$ cat src/rtl/ps2_key_decoder_pkg.sv
// Shared encodings for the PS/2 key decoder: frame and prefix FSM states
// plus the Scan Code Set 2 prefix and device-response byte values.
package ps2_key_decoder_pkg;

    typedef enum logic [1:0] {
        F_IDLE  = 2'd0,
        F_BITS  = 2'd1,
        F_CHECK = 2'd2
    } frame_state_t;

    typedef enum logic [1:0] {
        P_NONE = 2'd0,
        P_E0   = 2'd1,
        P_F0   = 2'd2,
        P_E0F0 = 2'd3
    } prefix_state_t;

    localparam logic [7:0] BYTE_E0 = 8'hE0;
    localparam logic [7:0] BYTE_F0 = 8'hF0;

    localparam logic [7:0] RESP_ACK    = 8'hFA;
    localparam logic [7:0] RESP_BAT_OK = 8'hAA;
    localparam logic [7:0] RESP_ECHO   = 8'hEE;
    localparam logic [7:0] RESP_RESEND = 8'hFE;
    localparam logic [7:0] RESP_ERR0   = 8'h00;
    localparam logic [7:0] RESP_ERR1   = 8'hFF;

    function automatic logic is_response(input logic [7:0] b);
        return (b == RESP_ACK)    || (b == RESP_BAT_OK) || (b == RESP_ECHO) ||
               (b == RESP_RESEND) || (b == RESP_ERR0)   || (b == RESP_ERR1);
    endfunction

endpackage

$ cat src/rtl/ps2_key_decoder_rx_frame.sv
// PS/2 receive front end: pin synchronizers, clock glitch filter, 11-bit
// frame deframer with parity/stop checking and an inter-edge timeout.
module ps2_rx_frame
    import ps2_key_decoder_pkg::*;
#(
    parameter int TIMEOUT_CYCLES = 10000,
    parameter int FILTER_LEN     = 8
) (
    input  logic       clk,
    input  logic       reset,
    input  logic       ps2_clk,
    input  logic       ps2_data,
    output logic [7:0] rx_byte,
    output logic       byte_rdy,
    output logic       rx_err
);

    localparam int FW = $clog2(FILTER_LEN + 1);
    localparam int TW = $clog2(TIMEOUT_CYCLES + 1);

    logic          clk_s1, clk_s2, data_s1, data_s2;
    logic          clk_filt;
    logic [FW-1:0] filt_cnt;
    logic [TW-1:0] to_cnt;
    logic          filt_flip, fall, edge_seen, timeout;

    frame_state_t  state, next_state;
    logic [3:0]    bit_cnt;
    logic [7:0]    shift;
    logic          par_bit, stop_bit;

    // Idle PS/2 bus level is high, so the conditioning chain resets to 1.
    always_ff @(posedge clk or negedge reset) begin
        if (!reset) begin
            clk_s1   <= 1'b1;
            clk_s2   <= 1'b1;
            data_s1  <= 1'b1;
            data_s2  <= 1'b1;
            clk_filt <= 1'b1;
            filt_cnt <= '0;
        end else begin
            clk_s1  <= ps2_clk;
            clk_s2  <= clk_s1;
            data_s1 <= ps2_data;
            data_s2 <= data_s1;
            if (clk_s2 == clk_filt) begin
                filt_cnt <= '0;
            end else if (filt_flip) begin
                clk_filt <= clk_s2;
                filt_cnt <= '0;
            end else begin
                filt_cnt <= filt_cnt + 1'b1;
            end
        end
    end

    assign filt_flip = (clk_s2 != clk_filt) && (filt_cnt == FW'(FILTER_LEN - 1));
    assign edge_seen = filt_flip;
    assign fall      = filt_flip && !clk_s2;
    assign timeout   = (state == F_BITS) && !edge_seen && (to_cnt == TW'(TIMEOUT_CYCLES));

    always_ff @(posedge clk or negedge reset) begin
        if (!reset) begin
            to_cnt <= '0;
        end else if (edge_seen) begin
            to_cnt <= '0;
        end else if (to_cnt != TW'(TIMEOUT_CYCLES)) begin
            to_cnt <= to_cnt + 1'b1;
        end
    end

    always_ff @(posedge clk or negedge reset) begin
        if (!reset) begin
            state <= F_IDLE;
        end else begin
            state <= next_state;
        end
    end

    always_ff @(posedge clk or negedge reset) begin
        if (!reset) begin
            bit_cnt  <= '0;
            shift    <= '0;
            par_bit  <= 1'b0;
            stop_bit <= 1'b0;
        end else if (state == F_IDLE) begin
            if (fall) begin
                bit_cnt <= '0;
            end
        end else if (state == F_BITS && fall) begin
            if (bit_cnt < 4'd8) begin
                shift <= {data_s2, shift[7:1]};
            end else if (bit_cnt == 4'd8) begin
                par_bit <= data_s2;
            end else begin
                stop_bit <= data_s2;
            end
            bit_cnt <= bit_cnt + 1'b1;
        end
    end

    // NOTE: every output of this block gets a default first so no latch is inferred.
    always_comb begin
        next_state = state;
        byte_rdy   = 1'b0;
        rx_err     = 1'b0;
        unique case (state)
            F_IDLE: begin
                if (fall) begin
                    if (!data_s2) begin
                        next_state = F_BITS;
                    end else begin
                        rx_err = 1'b1;
                    end
                end
            end
            F_BITS: begin
                if (timeout) begin
                    next_state = F_IDLE;
                    rx_err     = 1'b1;
                end else if (fall && bit_cnt == 4'd9) begin
                    next_state = F_CHECK;
                end
            end
            F_CHECK: begin
                next_state = F_IDLE;
                if ((^{shift, par_bit}) && stop_bit) begin
                    byte_rdy = 1'b1;
                end else begin
                    rx_err = 1'b1;
                end
            end
            default: next_state = F_IDLE;
        endcase
    end

    assign rx_byte = shift;

endmodule

$ cat src/rtl/ps2_key_decoder.sv
// PS/2 keyboard front end: deframes scan-code bytes and folds the E0/F0
// prefixes into one registered key event per make/break code.
module ps2_key_decoder
    import ps2_key_decoder_pkg::*;
#(
    parameter int TIMEOUT_CYCLES = 10000,
    parameter int FILTER_LEN     = 8
) (
    input  logic       clk,
    input  logic       reset,
    input  logic       ps2_clk,
    input  logic       ps2_data,
    output logic [7:0] keycode,
    output logic       key_make,
    output logic       key_ext,
    output logic       key_valid,
    output logic       frame_err
);

    logic [7:0]    rx_byte;
    logic          byte_rdy, rx_err;
    prefix_state_t prefix, next_prefix;
    logic [7:0]    next_keycode;
    logic          next_make, next_ext, next_valid, next_err;

    ps2_rx_frame #(
        .TIMEOUT_CYCLES(TIMEOUT_CYCLES),
        .FILTER_LEN    (FILTER_LEN)
    ) u_rx (
        .clk     (clk),
        .reset   (reset),
        .ps2_clk (ps2_clk),
        .ps2_data(ps2_data),
        .rx_byte (rx_byte),
        .byte_rdy(byte_rdy),
        .rx_err  (rx_err)
    );

    // NOTE: state and outputs use non-blocking assignments so every register samples pre-edge values.
    always_ff @(posedge clk or negedge reset) begin
        if (!reset) begin
            prefix    <= P_NONE;
            keycode   <= 8'h00;
            key_make  <= 1'b0;
            key_ext   <= 1'b0;
            key_valid <= 1'b0;
            frame_err <= 1'b0;
        end else begin
            prefix    <= next_prefix;
            keycode   <= next_keycode;
            key_make  <= next_make;
            key_ext   <= next_ext;
            key_valid <= next_valid;
            frame_err <= next_err;
        end
    end

    always_comb begin
        next_prefix  = prefix;
        next_keycode = keycode;
        next_make    = key_make;
        next_ext     = key_ext;
        next_valid   = 1'b0;
        next_err     = 1'b0;
        if (rx_err) begin
            next_prefix = P_NONE;
            next_err    = 1'b1;
        end else if (byte_rdy) begin
            if (rx_byte == BYTE_E0) begin
                // A stray E0 restarts the extended sequence from scratch.
                next_prefix = P_E0;
            end else if (rx_byte == BYTE_F0) begin
                if (prefix == P_NONE) begin
                    next_prefix = P_F0;
                end else if (prefix == P_E0) begin
                    next_prefix = P_E0F0;
                end
            end else if (is_response(rx_byte)) begin
                next_prefix = P_NONE;
            end else begin
                next_keycode = rx_byte;
                next_ext     = (prefix == P_E0) || (prefix == P_E0F0);
                next_make    = !((prefix == P_F0) || (prefix == P_E0F0));
                next_valid   = 1'b1;
                next_prefix  = P_NONE;
            end
        end
    end

endmodule
$ cat config.mk
export PLATFORM = sky130hd
export DESIGN_NAME = ps2_key_decoder
export DESIGN_NICKNAME = d
export VERILOG_FILES = /design/src/rtl/ps2_key_decoder_pkg.sv /design/src/rtl/ps2_key_decoder_rx_frame.sv /design/src/rtl/ps2_key_decoder.sv
export SDC_FILE = /design/constraint.sdc
export NUM_CORES = 1
export LEC_CHECK = 0
export CORE_ASPECT_RATIO = 1.4
export CORE_MARGIN = 3
export CORE_UTILIZATION = 57
export DETAILED_ROUTE_END_ITERATION = 8
export PLACE_DENSITY = 0.77
export SYNTH_ARGS = -nofsm -noshare
export SYNTH_HDL_FRONTEND = slang
export SYNTH_HIERARCHICAL = 1
export SYNTH_SLANG_ARGS = --single-unit
$ cat constraint.sdc
create_clock -name clk -period 3.3 [get_ports clk]
set_clock_uncertainty 0.1 [all_clocks]
set_input_delay 0.66 -clock clk [delete_from_list [all_inputs] [get_ports clk]]
set_output_delay 0.66 -clock clk [all_outputs]
set_load 0.01 [all_outputs]
# Word-level counts from Yosys, hierarchy flattened
# Cells that the tools add are included.
# word_totals
register_bits	53
latch_bits	0
ram_bits	0
romBits	0
out_inout_bits	12
n_memories	0
# classes
n_addsub	3
multipliers	0
n_div	0
n_lt_le_gt_ge	1
eq_ne	23
n_shift	0
n_mux	31
n_bitwise	8
n_reduce_logical	32
# ops
op	n
equality test 8 bit (second input constant)	7
2-to-1 mux 14 bit	2
2-to-1 mux 2 bit	10
2-to-1 mux 4 bit	5
adder 14 x 1 -> 14 bit (second input constant)	1
equality test 14 bit (second input constant)	1
inequality test 14 bit (second input constant)	1
2-to-1 mux 1 bit	12
parity 9 bit	1
adder 4 x 1 -> 4 bit (second input constant)	2
equality test 4 bit (second input constant)	2
zero test 8 bit	1
inverter 1 bit	8
AND reduction 4 bit	2
logical AND 1 bit	7
logical OR 1 bit	7
equality test 2 bit (second input constant)	3
AND reduction 2 bit	3
AND reduction 3 bit	2
nonzero test 2 bit	3
inequality test 5 x 3 -> 1 bit (second input constant)	1
AND reduction 5 bit	1
equality test 2 x 1 -> 1 bit (second input constant)	2
equality test 4 x 3 -> 1 bit (second input constant)	1
10 further kinds	13

# Logic depth before layout (Yosys ltp)
# logic_depth
ltp_word	11
mapped_depth	11

# Modules after synthesis
# Netlist, hierarchy kept.
# by_module_without_submodules
mod	n_inst	cells_each	area_per_inst_um2	seq_area_each_um2
ps2_rx_frame	1	175	1925.6	982.2
ps2_key_decoder	1	50	629.4	350.3

# Worst setup path after synthesis
# Ideal clock, no wire load.
# synth_path
kind	flip-flop to flip-flop
from	register u_rx.filt_cnt[0]
to	register key_ext
t_arrival_ns	2.232
setup_slack_ns	0.843
path_stages_with_launch	12
path_buffers	3
period_less_slack_ns	2.457
cell_sequence	dfrtp_1 ha_1 and3b_1 buf_4 nor2b_1 buf_2 o31a_1 o21ai_0 nand2b_1 nor3_2 buf_6 mux2_4
# synth_between
elab_chain_cells	9
# synth_rtl
element	line	rtl
start: declaration	ps2_key_decoder_rx_frame.sv:23	logic [FW-1:0] filt_cnt;
start signal: assignment	ps2_key_decoder_rx_frame.sv:52	filt_cnt <= filt_cnt + 1'b1;
equality test 4 x 3 -> 1 bit (*)	ps2_key_decoder_rx_frame.sv:57	assign filt_flip = (clk_s2 != clk_filt) && (filt_cnt == FW'(FILTER_LEN - 1));
logical AND 1 bit (*)	ps2_key_decoder_rx_frame.sv:57	
zero test 1 bit	ps2_key_decoder_rx_frame.sv:60	assign timeout = (state == F_BITS) && !edge_seen && (to_cnt == TW'(TIMEOUT_CYCLES));
logical AND 1 bit (2 in a row)	ps2_key_decoder_rx_frame.sv:60	
2-to-1 mux 1 bit	ps2_key_decoder_rx_frame.sv:118	if (timeout) begin
one-hot mux 1 bit (3 select lines) (*)	ps2_key_decoder_rx_frame.sv:107	unique case (state)
inverter 1 bit (no line) (*)	n/a	
AND reduction 5 bit (no line) (*)	n/a	
end signal: assignment	ps2_key_decoder.sv:52	key_ext <= next_ext;
end: declaration	ps2_key_decoder.sv:15	output logic key_ext,
# Every way passes the cells marked *; elsewhere a longest branch is shown, timed or not.
# A chain may end at the register's enable or synchronous reset.

# Worst setup path after layout
# layout_path
from	register u_rx.shift[4] (netlist: u_rx/rx_byte[4])
to	register keycode[3]
# layout_between
elab_chain_cells	8
# layout_rtl
element	line	rtl
start: declaration	ps2_key_decoder_rx_frame.sv:29	logic [7:0] shift;
start signal: assignment	ps2_key_decoder_rx_frame.sv:92	shift <= {data_s2, shift[7:1]};
parallel branches: the longest is 7 deep, another holds parity 9 bit	n/a	
AND reduction 5 bit (no line) (*)	n/a	
end signal: assignment	ps2_key_decoder.sv:50	keycode <= next_keycode;
end: declaration	ps2_key_decoder.sv:13	output logic [7:0] keycode,
# Every way passes the cells marked *.

==> results.py <==
metrics = {
    "outcome": {
        "status": "complete, no violations",
    },
    "pwr": {
        "p_per_area_mw_per_mm2": 501,
        "power_leakage_nw": 1.27,
        "power_w": 0.00144,
        "ir_drop_mv": 0.526,
    },
    "grt": {
        "antenna_found_initial": 0,
        "grt_overflow": 0,
        "groute.usage.overall_pct": 17.8,
        "grt_pass1_wl_um": 7530,
        "grt_pass1_vias": 1667,
        "grt_max_degree": 51,
    },
    "synthesis": {
        "netlist_top_cells_area": "dfrtp_1, dfstp_2, mux2_2",
        "synth_nets": 235,
        "yosysWarnings": 6,
        "synthDistinctLibCells": 51,
        "syn_inst": 225,
        "async_reset_ff_share_pct": 100,
        "ys_seq_area_share_pct": 52.2,
        "synth-seq-cells": 53,
        "yosysTopAreaCell": "dfrtp_1",
        "synth-edff-count": 0,
        "syn_area_mm2": 0.00255,
        "synth-main-ff-cell": "dfrtp_1",
        "syn_area_per_cell_um2": 11.4,
        "synth_top_cell_area_share_pct": 47.0,
    },
    "sta": {
        "relSlewSlack_pct": 30.1,
        "worst_pin_slew_ns": 1.05,
        "post-route-min-period_ns": 2.78,
        "hold_violations": 0,
        "rsz0062_at_grt": "false",
        "drv_slew": 0,
        "setup_violations": 0,
        "max_freq_mhz": 360,
        "fin_crit_sh_pct": 84.2,
        "fin_setup_tns_ns": 0,
    },
    "layout": {
        "drive_above_1_share_pct": 16.2,
        "fillers": 343,
        "synthToLayoutAreaGrowth_pct": 12.8,
        "multi_input_area_mm2": 0.00112,
        "diodes": 0,
        "nets": 256,
        "seq_area_mm2": 0.00133,
    },
    "critical_path": {
        "critPathKind": "register to register",
        "critPathRequiredTime_ns": 3.39,
        "reg2regPathDepth": 8,
        "cp_max_fo": 9,
        "cp.arrival_ns": 2.87,
        "endpoint_kind": "register",
        "cp-start-kind": "register",
    },
    "placement": {
        "gp_congestion": 0.781,
        "dp_hpwl_um": 2970,
        "portBuffers": 15,
    },
    "die": {
        "start_util_pct": 59.8,
        "io_pins": 16,
        "num_rows": 28,
        "dieArea_mm2": 0.00533,
        "die_width_um": 62.6,
        "fp.coreArea_mm2": 0.00427,
        "die_h_um": 85.2,
    },
    "detailed_routing": {
        "met1_length_um": 1760,
        "drt_iter0_markers": 80,
        "postRouteAntennaNets": 0,
        "vias_per_cell": 5.54,
        "drc": 0,
        "wl_met3_um": 134,
        "wl_met2_um": 2190,
        "highest_layer": "met4",
        "routedWlPerCell_um": 13.5,
        "wl_um": 4160,
        "vias": 1700,
        "dr.pass1.iters": 4,
    },
    "worst_hold_path": {
        "worstHoldPathCells": 0,
        "worstHoldPathType": "register to register",
    },
    "clock_network": {
        "hold_buffers": 0,
        "clock_latency_ns": 0.30,
        "clock-sinks": 53,
        "cts_resized": 0,
        "ctsHtreeMaxLevel": 2,
        "cts-root-buf": "clkbuf_8",
        "clock_path_buffers": 2,
        "post-cts-setup-buffer-count": 0,
        "numCtsBuffers": 5,
        "cts_tree": "done",
        "clk_pin_slew_ns": 0.09,
    },
    "flow_run": {
        "cap_violations": 0,
    },
}
## cell usage in the layout, fill, tap and decap left out, types with 2 or more instances in the layout
cell / synthesis / layout
mux2_4: 4 / 4
nand3_1: 7 / 7
inv_1: 16 / 16
nor2_1: 18 / 18
o2bb2ai_1: 4 / 4
nand2_1: 10 / 10
nor4_1: 6 / 6
nor3_1: 4 / 4
or3_1: 3 / 3
clkdlybuf4s50_1: 0 / 14
nand4_1: 3 / 3
dfrtp_1: 48 / 48
a21oi_1: 7 / 7
nand2b_1: 7 / 7
or4_1: 2 / 2
xnor3_1: 2 / 2
nor2b_1: 2 / 2
dfstp_2: 5 / 5
mux2_2: 11 / 11
buf_4: 1 / 4
nand3b_1: 2 / 2
and3_1: 2 / 2
o21ai_0: 9 / 9
xnor2_1: 11 / 11
nand3_2: 2 / 2
nand4b_1: 2 / 2
clkbuf_8: 0 / 6
mux2i_1: 3 / 3
and3b_1: 2 / 2
xor2_1: 3 / 3
ha_1: 6 / 6
## cells in the mapped netlist (all sizes together) (3+ instances only)
library cell / instances
dfrtp: 48
nor2: 18
inv: 16
mux2: 16
xnor2: 11
nand2: 10
nand3: 9
o21ai: 9
a21oi: 8
nand2b: 7
ha: 6
nor4: 6
dfstp: 5
nor3: 5
buf: 4
o2bb2ai: 4
or3: 4
mux2i: 3
nand4: 3
xor2: 3
## sequential cells by signal (all words and copies together), names as in the netlist, 2 cells and up
name	count
u_rx/to_cnt	14
u_rx/bit_cnt	4
u_rx/filt_cnt	4
u_rx/state	2
keycode	8
prefix	2
u_rx/rx_byte	8
## area by class of cell
class | count | share of cell area, %
clock buffer | 7 | 2.99
clock inverter | 1 | 1.04
inverter | 16 | 2.08
multi-input combinational | 151 | 39.0
sequential | 53 | 46.2
tap | 60 | 2.60
timing repair buffer | 19 | 6.08
## worst max-delay path: stages (launching register included)
cell	delay (ns)
dfrtp_1	0.50
xor2_1	0.19
xnor3_1	0.43
mux2i_1	0.18
o21ai_0	0.19
nand2b_1	0.22
nor3_2	0.32
buf_4	0.24
mux2_4	0.30
## power by group
part	switching, W	internal (W)
clock network	0.000198	0.000247
registers	0.0000755	0.000719
logic	0.000108	0.0000962
## metrics by stage
step	instance area [um2]	util, %	hold slack (ns)	std cells	setup WS [ns]
6_report	2880	67.4	0.261	307	0.520
5_1_grt	2880	67.4	0.269	307	0.361
4_1_cts	2880	67.4	0.263	307	0.532
3_5_place_dp	2770	64.7	0.250	299	0.548
3_3_place_gp	2770	64.7	0.246	299	0.603
2_1_floorplan	2550	-	0.245	225	0.843
## worst paths after layout
check	from	end	slack, ns
setup / recovery	u_rx/rx_byte[4]$_DFFE_PN0P_	keycode[3]$_DFFE_PN0P_	0.52
hold / removal	u_rx/data_s1$_DFF_PN1_	u_rx/data_s2$_DFF_PN1_	0.26
setup reg to reg	u_rx/rx_byte[4]$_DFFE_PN0P_	keycode[3]$_DFFE_PN0P_	0.52
hold reg to reg	u_rx/data_s1$_DFF_PN1_	u_rx/data_s2$_DFF_PN1_	0.26
max in group asynchronous	reset	u_rx/clk_filt$_DFFE_PN1P_	1.92
min in group asynchronous	reset	key_make$_DFFE_PN0P_	0.44
## cells by family (layout without fill, tap and decap cells)
group,Yosys count,after routing,synth area share [%]
simple gates,80,80,17.8
buf+inv,21,43,3.87
xor+xnor,16,16,6.56
fa+ha+maj,6,6,2.94
mux,19,19,8.82
flops,53,53,52.2
compound gates,30,30,7.88
## per-layer routing
layer | global-route usage, % | vias to the layer above
li1 | - | 824
met1 | 21.4 | 839
met2 | 31.0 | 30
met3 | 4.11 | 7
met4 | 7.23 | 0
met5 | 0 | -
Power figures use the tool's default switching activity.
